`src/rtl/pipe_pkg.sv`:
```
// pipe_pkg: shared occupancy encoding and NOP defaults for elastic pipeline stages
package pipe_pkg;
   localparam logic [1:0] EMPTY = 2'd0;
   localparam logic [1:0] ONE = 2'd1;
   localparam logic [1:0] FULL = 2'd2;
   localparam logic [31:0] RV32_NOP = 32'h0000_0013;
   localparam logic [7:0] CTRL_NOP_DEF = 8'h00;
endpackage

```
`src/rtl/sat_counter.sv`:
```
// sat_counter: saturating up-counter with priority synchronous clear
module sat_counter #(
   parameter int CNT_W = 16
) (
   input  logic             clk,
   input  logic             rst_n,
   input  logic             inc,
   input  logic             clr,
   output logic [CNT_W-1:0] cnt
);
   always_ff @(posedge clk or negedge rst_n)
      if (!rst_n) cnt <= '0;
      else if (clr) cnt <= '0;
      else if (inc && cnt != '1) cnt <= cnt + 1'b1;
endmodule

```
`src/rtl/pipe_stage_skid.sv`:
```
// pipe_stage_skid: elastic pipeline register with 2-entry skid buffer, flush and stall counter
module pipe_stage_skid
   import pipe_pkg::*;
#(
   parameter int DATA_W = 32,
   parameter int CTRL_W = 8,
   parameter logic [CTRL_W-1:0] CTRL_NOP = CTRL_W'(CTRL_NOP_DEF),
   parameter bit FLUSH_DATA = 1'b1,
   parameter logic [DATA_W-1:0] DATA_NOP = DATA_W'(RV32_NOP),
   parameter int CNT_W = 16
) (
   input  logic              clk,
   input  logic              rst_n,
   input  logic              flush_i,
   input  logic              in_valid_i,
   output logic              in_ready_o,
   input  logic [CTRL_W-1:0] in_ctrl_i,
   input  logic [DATA_W-1:0] in_data_i,
   output logic              out_valid_o,
   input  logic              out_ready_i,
   output logic [CTRL_W-1:0] out_ctrl_o,
   output logic [DATA_W-1:0] out_data_o,
   output logic [1:0]        occupancy_o,
   input  logic              clr_cnt_i,
   output logic [CNT_W-1:0]  stall_cnt_o
);
   logic [1:0] state, state_n;
   logic [CTRL_W-1:0] skid_ctrl;
   logic [DATA_W-1:0] skid_data;
   logic in_fire, out_fire, load_main, to_skid, pop_skid, drain;
   assign out_valid_o = state != EMPTY;
   assign occupancy_o = state;
   assign in_fire = in_valid_i & in_ready_o;
   assign out_fire = out_valid_o & out_ready_i;
   always_comb begin
      load_main = in_fire & (state == EMPTY | (state == ONE & out_fire));
      to_skid = in_fire & state == ONE & ~out_fire;
      pop_skid = out_fire & state == FULL;
      drain = out_fire & ~in_fire & state == ONE;
      state_n = flush_i ? EMPTY : pop_skid ? ONE : to_skid ? FULL : drain ? EMPTY : load_main ? ONE : state;
   end
   // Flush wins over every handshake; a beat accepted in the flush cycle is dropped.
   always_ff @(posedge clk or negedge rst_n)
      if (!rst_n) begin
         state <= EMPTY;
         in_ready_o <= 1'b1;
         out_ctrl_o <= CTRL_NOP;
         out_data_o <= DATA_NOP;
         skid_ctrl <= CTRL_NOP;
         skid_data <= DATA_NOP;
      end else begin
         state <= state_n;
         in_ready_o <= state_n != FULL;
         if (flush_i) begin
            out_ctrl_o <= CTRL_NOP;
            skid_ctrl <= CTRL_NOP;
            if (FLUSH_DATA) begin
               out_data_o <= DATA_NOP;
               skid_data <= DATA_NOP;
            end
         end else begin
            if (load_main) begin
               out_ctrl_o <= in_ctrl_i;
               out_data_o <= in_data_i;
            end else if (pop_skid) begin
               out_ctrl_o <= skid_ctrl;
               out_data_o <= skid_data;
            end else if (drain) out_ctrl_o <= CTRL_NOP;
            if (to_skid) begin
               skid_ctrl <= in_ctrl_i;
               skid_data <= in_data_i;
            end else if (pop_skid) skid_ctrl <= CTRL_NOP;
         end
      end
   sat_counter #(.CNT_W(CNT_W)) u_stall_cnt (
      .clk(clk),
      .rst_n(rst_n),
      .inc(out_valid_o & ~out_ready_i),
      .clr(clr_cnt_i),
      .cnt(stall_cnt_o)
   );
endmodule

```
`config.mk`:
```
export PLATFORM = sky130hd
export DESIGN_NAME = pipe_stage_skid
export DESIGN_NICKNAME = d
export VERILOG_FILES = /design/src/rtl/pipe_pkg.sv /design/src/rtl/sat_counter.sv /design/src/rtl/pipe_stage_skid.sv
export SDC_FILE = /design/constraint.sdc
export NUM_CORES = 1
export LEC_CHECK = 0
export ABC_AREA = 1
export CORE_MARGIN = 1.5
export CORE_UTILIZATION = 48
export CTS_CLUSTER_SIZE = 8
export DETAILED_ROUTE_END_ITERATION = 6
export HOLD_SLACK_MARGIN = 0.08
export PLACE_DENSITY = 0.74
export SYNTH_ARGS = -nofsm -noshare
export SYNTH_HDL_FRONTEND = slang
export SYNTH_SLANG_ARGS = --single-unit
```
`constraint.sdc`:
```
create_clock -name clk -period 2.1 [get_ports clk]
set_input_delay 0.63 -clock clk [delete_from_list [all_inputs] [get_ports clk]]
set_output_delay 0.63 -clock clk [all_outputs]
set_load 0.005 [all_outputs]
```
==> impl_results.md <==
* Share of the synthesized area in the top cell type at 0.495
* Ys Warns at 0
* Drt pass-1 iters at 5
* Synth Instances at 589
* Comb pwr share at 0.184
* Critical Path Max Stage Delay at 0.54 ns
* Worst setup SP type: flip-flop
* Place WS at -0.0251 ns
* Residual DRC count at 0
* Max-cap viol count at 0
* Clock buffer depth at 2
* Syn Area/Cell at 7.89 um^2
* R2r setup slk at 0.24 ns
* Post-synthesis sequential area ratio at 0.535
* DR WL/cell at 13.4 um
* Synthesized area at 4650 um^2
* Vert. Die Dim at 101 um
* Clock Latency Late Sink at 0.37 ns
* R2R Path End: u_stall_cnt.cnt[15]
* Sink Count at 99
* Final instance area at 6170 um^2
* Htree depth at 3
* Grt ovf at 0
* Crit path time final at 2.06 ns
* Initial antenna violation count at 0
* Switching power share of the total at 0.290
* P_int at 2830 uW
* Register-to-Register Path Depth at 9
* Critical-path maximum fanout at 2
* Worst vdd ir at 0.461 mV
* Final net count at 750
* Clock share of power at 0.292
* Vias in the first global route at 4019
* Leakage power total at 0.00293 uW
* Worst-Margin Slew at 0.524 ns
* # fillers at 807
* Synth cell types at 29
* Non-filler cells in the finished layout at 837
* Number of I/O port buffers at 105
* Launch point of the worst reg-to-reg path: u_stall_cnt.cnt[1]
* Placed cells at 818
* Area Overhead vs Synth at 32.8%
* Hold_buf cts at 0
* Final setup violation count at 0
* Final period util at 0.979
* Worst Path Buf+Inv at 1
* CP Cell Sequence: clkdlybuf4s50_1
* CTS tree: built
* Ranking of synthesized cells by area: dfrtp_1 (50%), nand2_1 (19%), o21ai_0 (8.3%)
* CTS clk-pin slew, worst paths at 0.10 ns
* Rel. slew slack at 0.651
* CP arrival at 1.43 ns
* Power Density at 644 nW/um^2
* Diode count at 0
* First-pass GRT wire length at 18600 um
* Synth Register Bits at 99
* Worst setup EP type: output pin
* Clock skew at 0.0216 ns
* Synth area leader: dfrtp_1
* Critical path class: flip-flop to output pin
* Final hold viol count at 0
* Routed via count at 4240
* Die Area at 10300 um^2
* Gr usage total at 0.231
* CP delay by family, top: flip-flops
* Initial DRC count at 128
* Placed cell area at 5960 um^2
* Row cnt at 35
* Vias per Instance at 5.07
* Cts bufs inserted at 9
* PnR worst setup slack at 0.0434 ns
* Critical path depth at 1
* Core area at 9330 um^2
* Syn Nets at 636
* Max Transition Viols Final at 0
* Total I/O pin count at 106
* FMAX at 0.486 GHz
* Outcome: complete, no violations
* WP data required at 1.47 ns
* Wirelength, routed at 11200 um
* Seq pwr share at 0.523
* Switch Pwr at 1150 uW
* Pin count of the biggest net entering global routing at 62
* HP Class: input port to async pin
* Final core utilization at 0.662
* Gpl congestion at 0.905
* Layout cells sized above 1 at 0.0904
* Setup_tns at 0 ns
* CTS root buffer: clkbuf_8
* Dpl hpwl at 7870 um
* Post-DRT Antenna Nets at 0
* Slowest CP cell: dfstp_2
* Initial core utilization at 0.498
* Die Wd at 101 um
-- cell families (layout without fill, tap and decap cells) --
kind of cell               after synthesis  in the layout  synth area share
and+or+nand+nor                        302            302             0.264
AOI/OAI and AO/OA                       99             99             0.117
adders and majority gates                1              1           0.00269
DFF                                     99             99             0.535
buffers and inverters                   85            204            0.0756
xor gates and xnor gates                 3              3           0.00565
-- cell usage after synthesis (all sizes together) --
library cell / count
nor3b: 1
nor3: 1
or2: 1
clkbuf: 15
o21bai: 4
o211ai: 8
nand4: 14
nand3: 23
nand2: 234
dfrtp: 92
ha: 1
o21ai: 78
xor2: 3
o22a: 3
a31o: 1
inv: 60
dfstp: 7
nor2: 28
a21oi: 2
buf: 10
a31oi: 3
-- power groups by stage --
stage / combinational [uW] / clock [uW] / sequential, uW
finish: 733 / 1160 / 2080
global route: 819 / 1280 / 2090
CTS: 742 / 1200 / 2080
detailed placement: 736 / 0 / 2110
global placement: 721 / 0 / 2110
floorplan: 303 / 0 / 2110
-- worst max path at each step --
stage                         startpoint            end  slack [ns]
after CTS                  out_data_o[1]  out_data_o[1]        0.01
after detailed placement     out_ready_i   skid_ctrl[1]       -0.03
after floorplan               in_valid_i   skid_data[0]        0.48
final                      out_data_o[0]  out_data_o[0]        0.04
after global routing      occupancy_o[0]    out_valid_o       -0.01
after global placement        in_valid_i  skid_data[30]        0.03
-- cells in the final DEF, fill, tap and decap left out, types with 3 or more instances in the layout --
cell             Yosys  routed
inv_1               54      54
dfstp_2              7       7
o21bai_1             4       4
buf_12               0       6
clkbuf_8             0       9
nand2_1            233     233
nand3_1             23      23
buf_4                2      18
a31oi_1              3       3
xor2_1               3       3
o22a_1               3       3
nand4_1             14      14
o211ai_1             8       8
nor2_2               3       4
dfrtp_1             92      91
o21ai_0             77      77
inv_2                5       5
nor2_1              24      22
clkdlybuf4s50_1      0     104
-- worst reg2reg max path, stage by stage, from the launching register on --
cell	delay [ns]
dfrtp_1	0.46
ha_1	0.28
nand2_1	0.10
nor2_1	0.18
nand2_1	0.15
nor2_2	0.16
o21ai_1	0.10
inv_2	0.22
nand2_1	0.08
nand2_1	0.08
-- sequential cells by signal, indices dropped and copies added, names as in the netlist --
register / flops
out_ctrl_o: 8
skid_data: 32
out_data_o: 32
skid_ctrl: 8
in_ready_o: 1
occupancy_o: 2
u_stall_cnt.cnt: 16
-- final cells by class --
type                            instances  area (um^2)  share of cell area
Clock buffer                            9          124              0.0201
Inverter                               60          228              0.0369
Clock inverter                          7         57.6             0.00932
Tap cell                              129          161              0.0261
Sequential cell                        99         2490               0.403
Timing Repair Buffer                  128         1300               0.210
Multi-Input combinational cell        405         1820               0.295
-- routing by layer --
metal	GRT usage	routed length, um	vias to the layer above	share of wire
met4	0.0684	153	0	0.014
li1	-	-	2099	-
met2	0.382	5510	115	0.49
met3	0.0490	500	12	0.045
met5	0	0	-	0
met1	0.307	5020	2014	0.45
-- through the flow --
| stage | hold slack, ns | total power, uW |
|---|---|---|
| after floorplan | 0.334 | 2410 |
| after global placement | 0.463 | 2830 |
| after detailed placement | 0.465 | 2850 |
| after CTS | 0.233 | 4020 |
| after global routing | 0.255 | 4190 |
| final | 0.235 | 3980 |
-- repair_timing --
action                                  in CTS  in global routing
setup buffers                                2                  1
cloned                                       0                  0
endpoints found under the setup margin       1                  1
resized for setup                            2                  1
Power figures use the tool's default switching activity.
==> variant: new RTL, config.mk and constraints unchanged <==
`CNT_W` is set to 16 in 2 places; all go to 20.
--- a/src/rtl/sat_counter.sv
+++ b/src/rtl/sat_counter.sv
@@ -1,6 +1,6 @@
 // sat_counter: saturating up-counter with priority synchronous clear
 module sat_counter #(
-   parameter int CNT_W = 16
+   parameter int CNT_W = 20
 ) (
    input  logic             clk,
    input  logic             rst_n,
--- a/src/rtl/pipe_stage_skid.sv
+++ b/src/rtl/pipe_stage_skid.sv
@@ -7,7 +7,7 @@
    parameter logic [CTRL_W-1:0] CTRL_NOP = CTRL_W'(CTRL_NOP_DEF),
    parameter bit FLUSH_DATA = 1'b1,
    parameter logic [DATA_W-1:0] DATA_NOP = DATA_W'(RV32_NOP),
-   parameter int CNT_W = 16
+   parameter int CNT_W = 20
 ) (
    input  logic              clk,
    input  logic              rst_n,
Ports: changed (resized stall_cnt_o); port bits go from 106 to 110. No check against the original RTL was run, so the function may have changed too.
==> variant against the unedited design <==
Wire length rose by 7.2%; clock skew decreased by 8.2 ps; largest cell class unchanged; power grew 4.1%; design area rose by 6.2%; count of clock-buffer cells in the layout did not move; sequential cell count up 4; global-route usage shrank 0.28 points; worst hold slack worse by 51 ps; synthesized area increased by 5.9%; critical path type unchanged; worst setup slack got worse by 12 ps; critical path depth did not move; largest power group unchanged.
==> variant: results (changes against the unedited design) <==
[setup_path]
max_stage_delay_ps=540  ; about the same

[power_and_ir_drop]
power_w=0.004141  ; was 0.003977 W
vdd_ir_drop_max_mv=0.4446  ; was 0.4611 mV
comb-power_w=0.000713  ; was 0.000733 W
power_leakage_nw=3.097  ; was 2.933 nW
powerClk_w=0.00128  ; was 0.00116 W
switchingPower_w=0.001137  ; was 0.001152 W

[layout]
top_regs=out_data_o x32, skid_data x32, u_stall_cnt.cnt x20  ; was out_data_o x32, skid_data x32, u_stall_cnt.cnt x16
layout.nets=802  ; was 750
drive_gt1_share_pct=9.211  ; was 9.040%

[global_route]
use_met3_pct=3.258  ; was 4.900%
grt_pass1_wl_um=20280  ; was 18610 µm
track_usage_pct=22.78  ; was 23.06%
grt_max_degree=79  ; was 62
met2_usage_pct=36.89  ; was 38.20%
grtUsageMet1_pct=31.55  ; was 30.73%

[logic_synthesis]
synth.area.top_cells=dfrtp_1 49%, nand2_1 19%, o21ai_0 7.5%  ; was dfrtp_1 50%, nand2_1 19%, o21ai_0 8.3%
syn_inst=635  ; was 589
synth_xor_area_share_pct=1.601  ; was 0.5653%
synth_compound_area_share_pct=10.83  ; was 11.71%
synthDistinctLibCells=28  ; was 29
async_flop_share_pct=100.0  ; unchanged
synth_fa_ha_area_share_pct=0.2541  ; was 0.2692%
ys_top_cells_by_count=243 x nand2_1, 96 x dfrtp_1, 74 x o21ai_0  ; was 233 x nand2_1, 92 x dfrtp_1, 77 x o21ai_0
synth-seq-area-share_pct=52.53  ; was 53.49%
syn_nets=682  ; was 636

[clocking]
post_cts_buffers=0  ; was 2
cts_resized=0  ; was 2
clockRootBuffer=clkbuf_8  ; unchanged
clockBufferDepth=2  ; unchanged

[route]
vias_per_cell=5.106  ; was 5.066
wl_per_cell_um=13.43  ; was 13.36 µm
drtIter0Drc=218  ; was 128
wl_met1_um=5352  ; was 5017 µm
wl_um=11990  ; was 11190 µm
wl_met2_um=5819  ; was 5512 µm
dr_wl_met3_um=645  ; was 500 µm
first_pass_iters=6  ; was 5

[place]
place_hpwl_um=8467  ; was 7866 µm
placed_cell_area_um2=6341  ; was 5962 µm²
place_inst=876  ; was 818
pre_cts_slack_ps=-104.4  ; was -25.09 ps
gp_congestion=0.8631  ; was 0.9053
numPortBuffers=109  ; was 105

[outcome]
status=completed  ; unchanged

[sta]
tightest_slew_ps=423.1  ; was 524.1 ps
clock_skew_ps=13.46  ; was 21.63 ps

## variant: final timing paths
kind	from	end	slack [ps]	cells after the start
setup reg to reg	u_stall_cnt.cnt[1]$_DFFE_PN0P_	u_stall_cnt.cnt[9]$_DFFE_PN0P_	210	11
min in group clk	out_data_o[13]$_DFFE_PN0P_	out_data_o[13]$_DFFE_PN0P_	490	2
max in group asynchronous	rst_n	skid_data[4]$_DFFE_PN1P_	1310	2
hold reg to reg	out_data_o[13]$_DFFE_PN0P_	out_data_o[13]$_DFFE_PN0P_	490	2
hold / removal	rst_n	out_ctrl_o[4]$_DFFE_PN0P_	180	1
setup / recovery	out_data_o[1]$_DFFE_PN1P_	out_data_o[1]	30	1
## variant: cell type report
class | instances | area, µm²
clock buffers | 9 | 123.9
clock inverters | 7 | 78.83
fillers | 837 | 3306
inverters | 60 | 230.2
multi-input cells | 445 | 2007
flip-flops and latches | 103 | 2586
well taps | 133 | 166.4
repair buffers | 136 | 1366
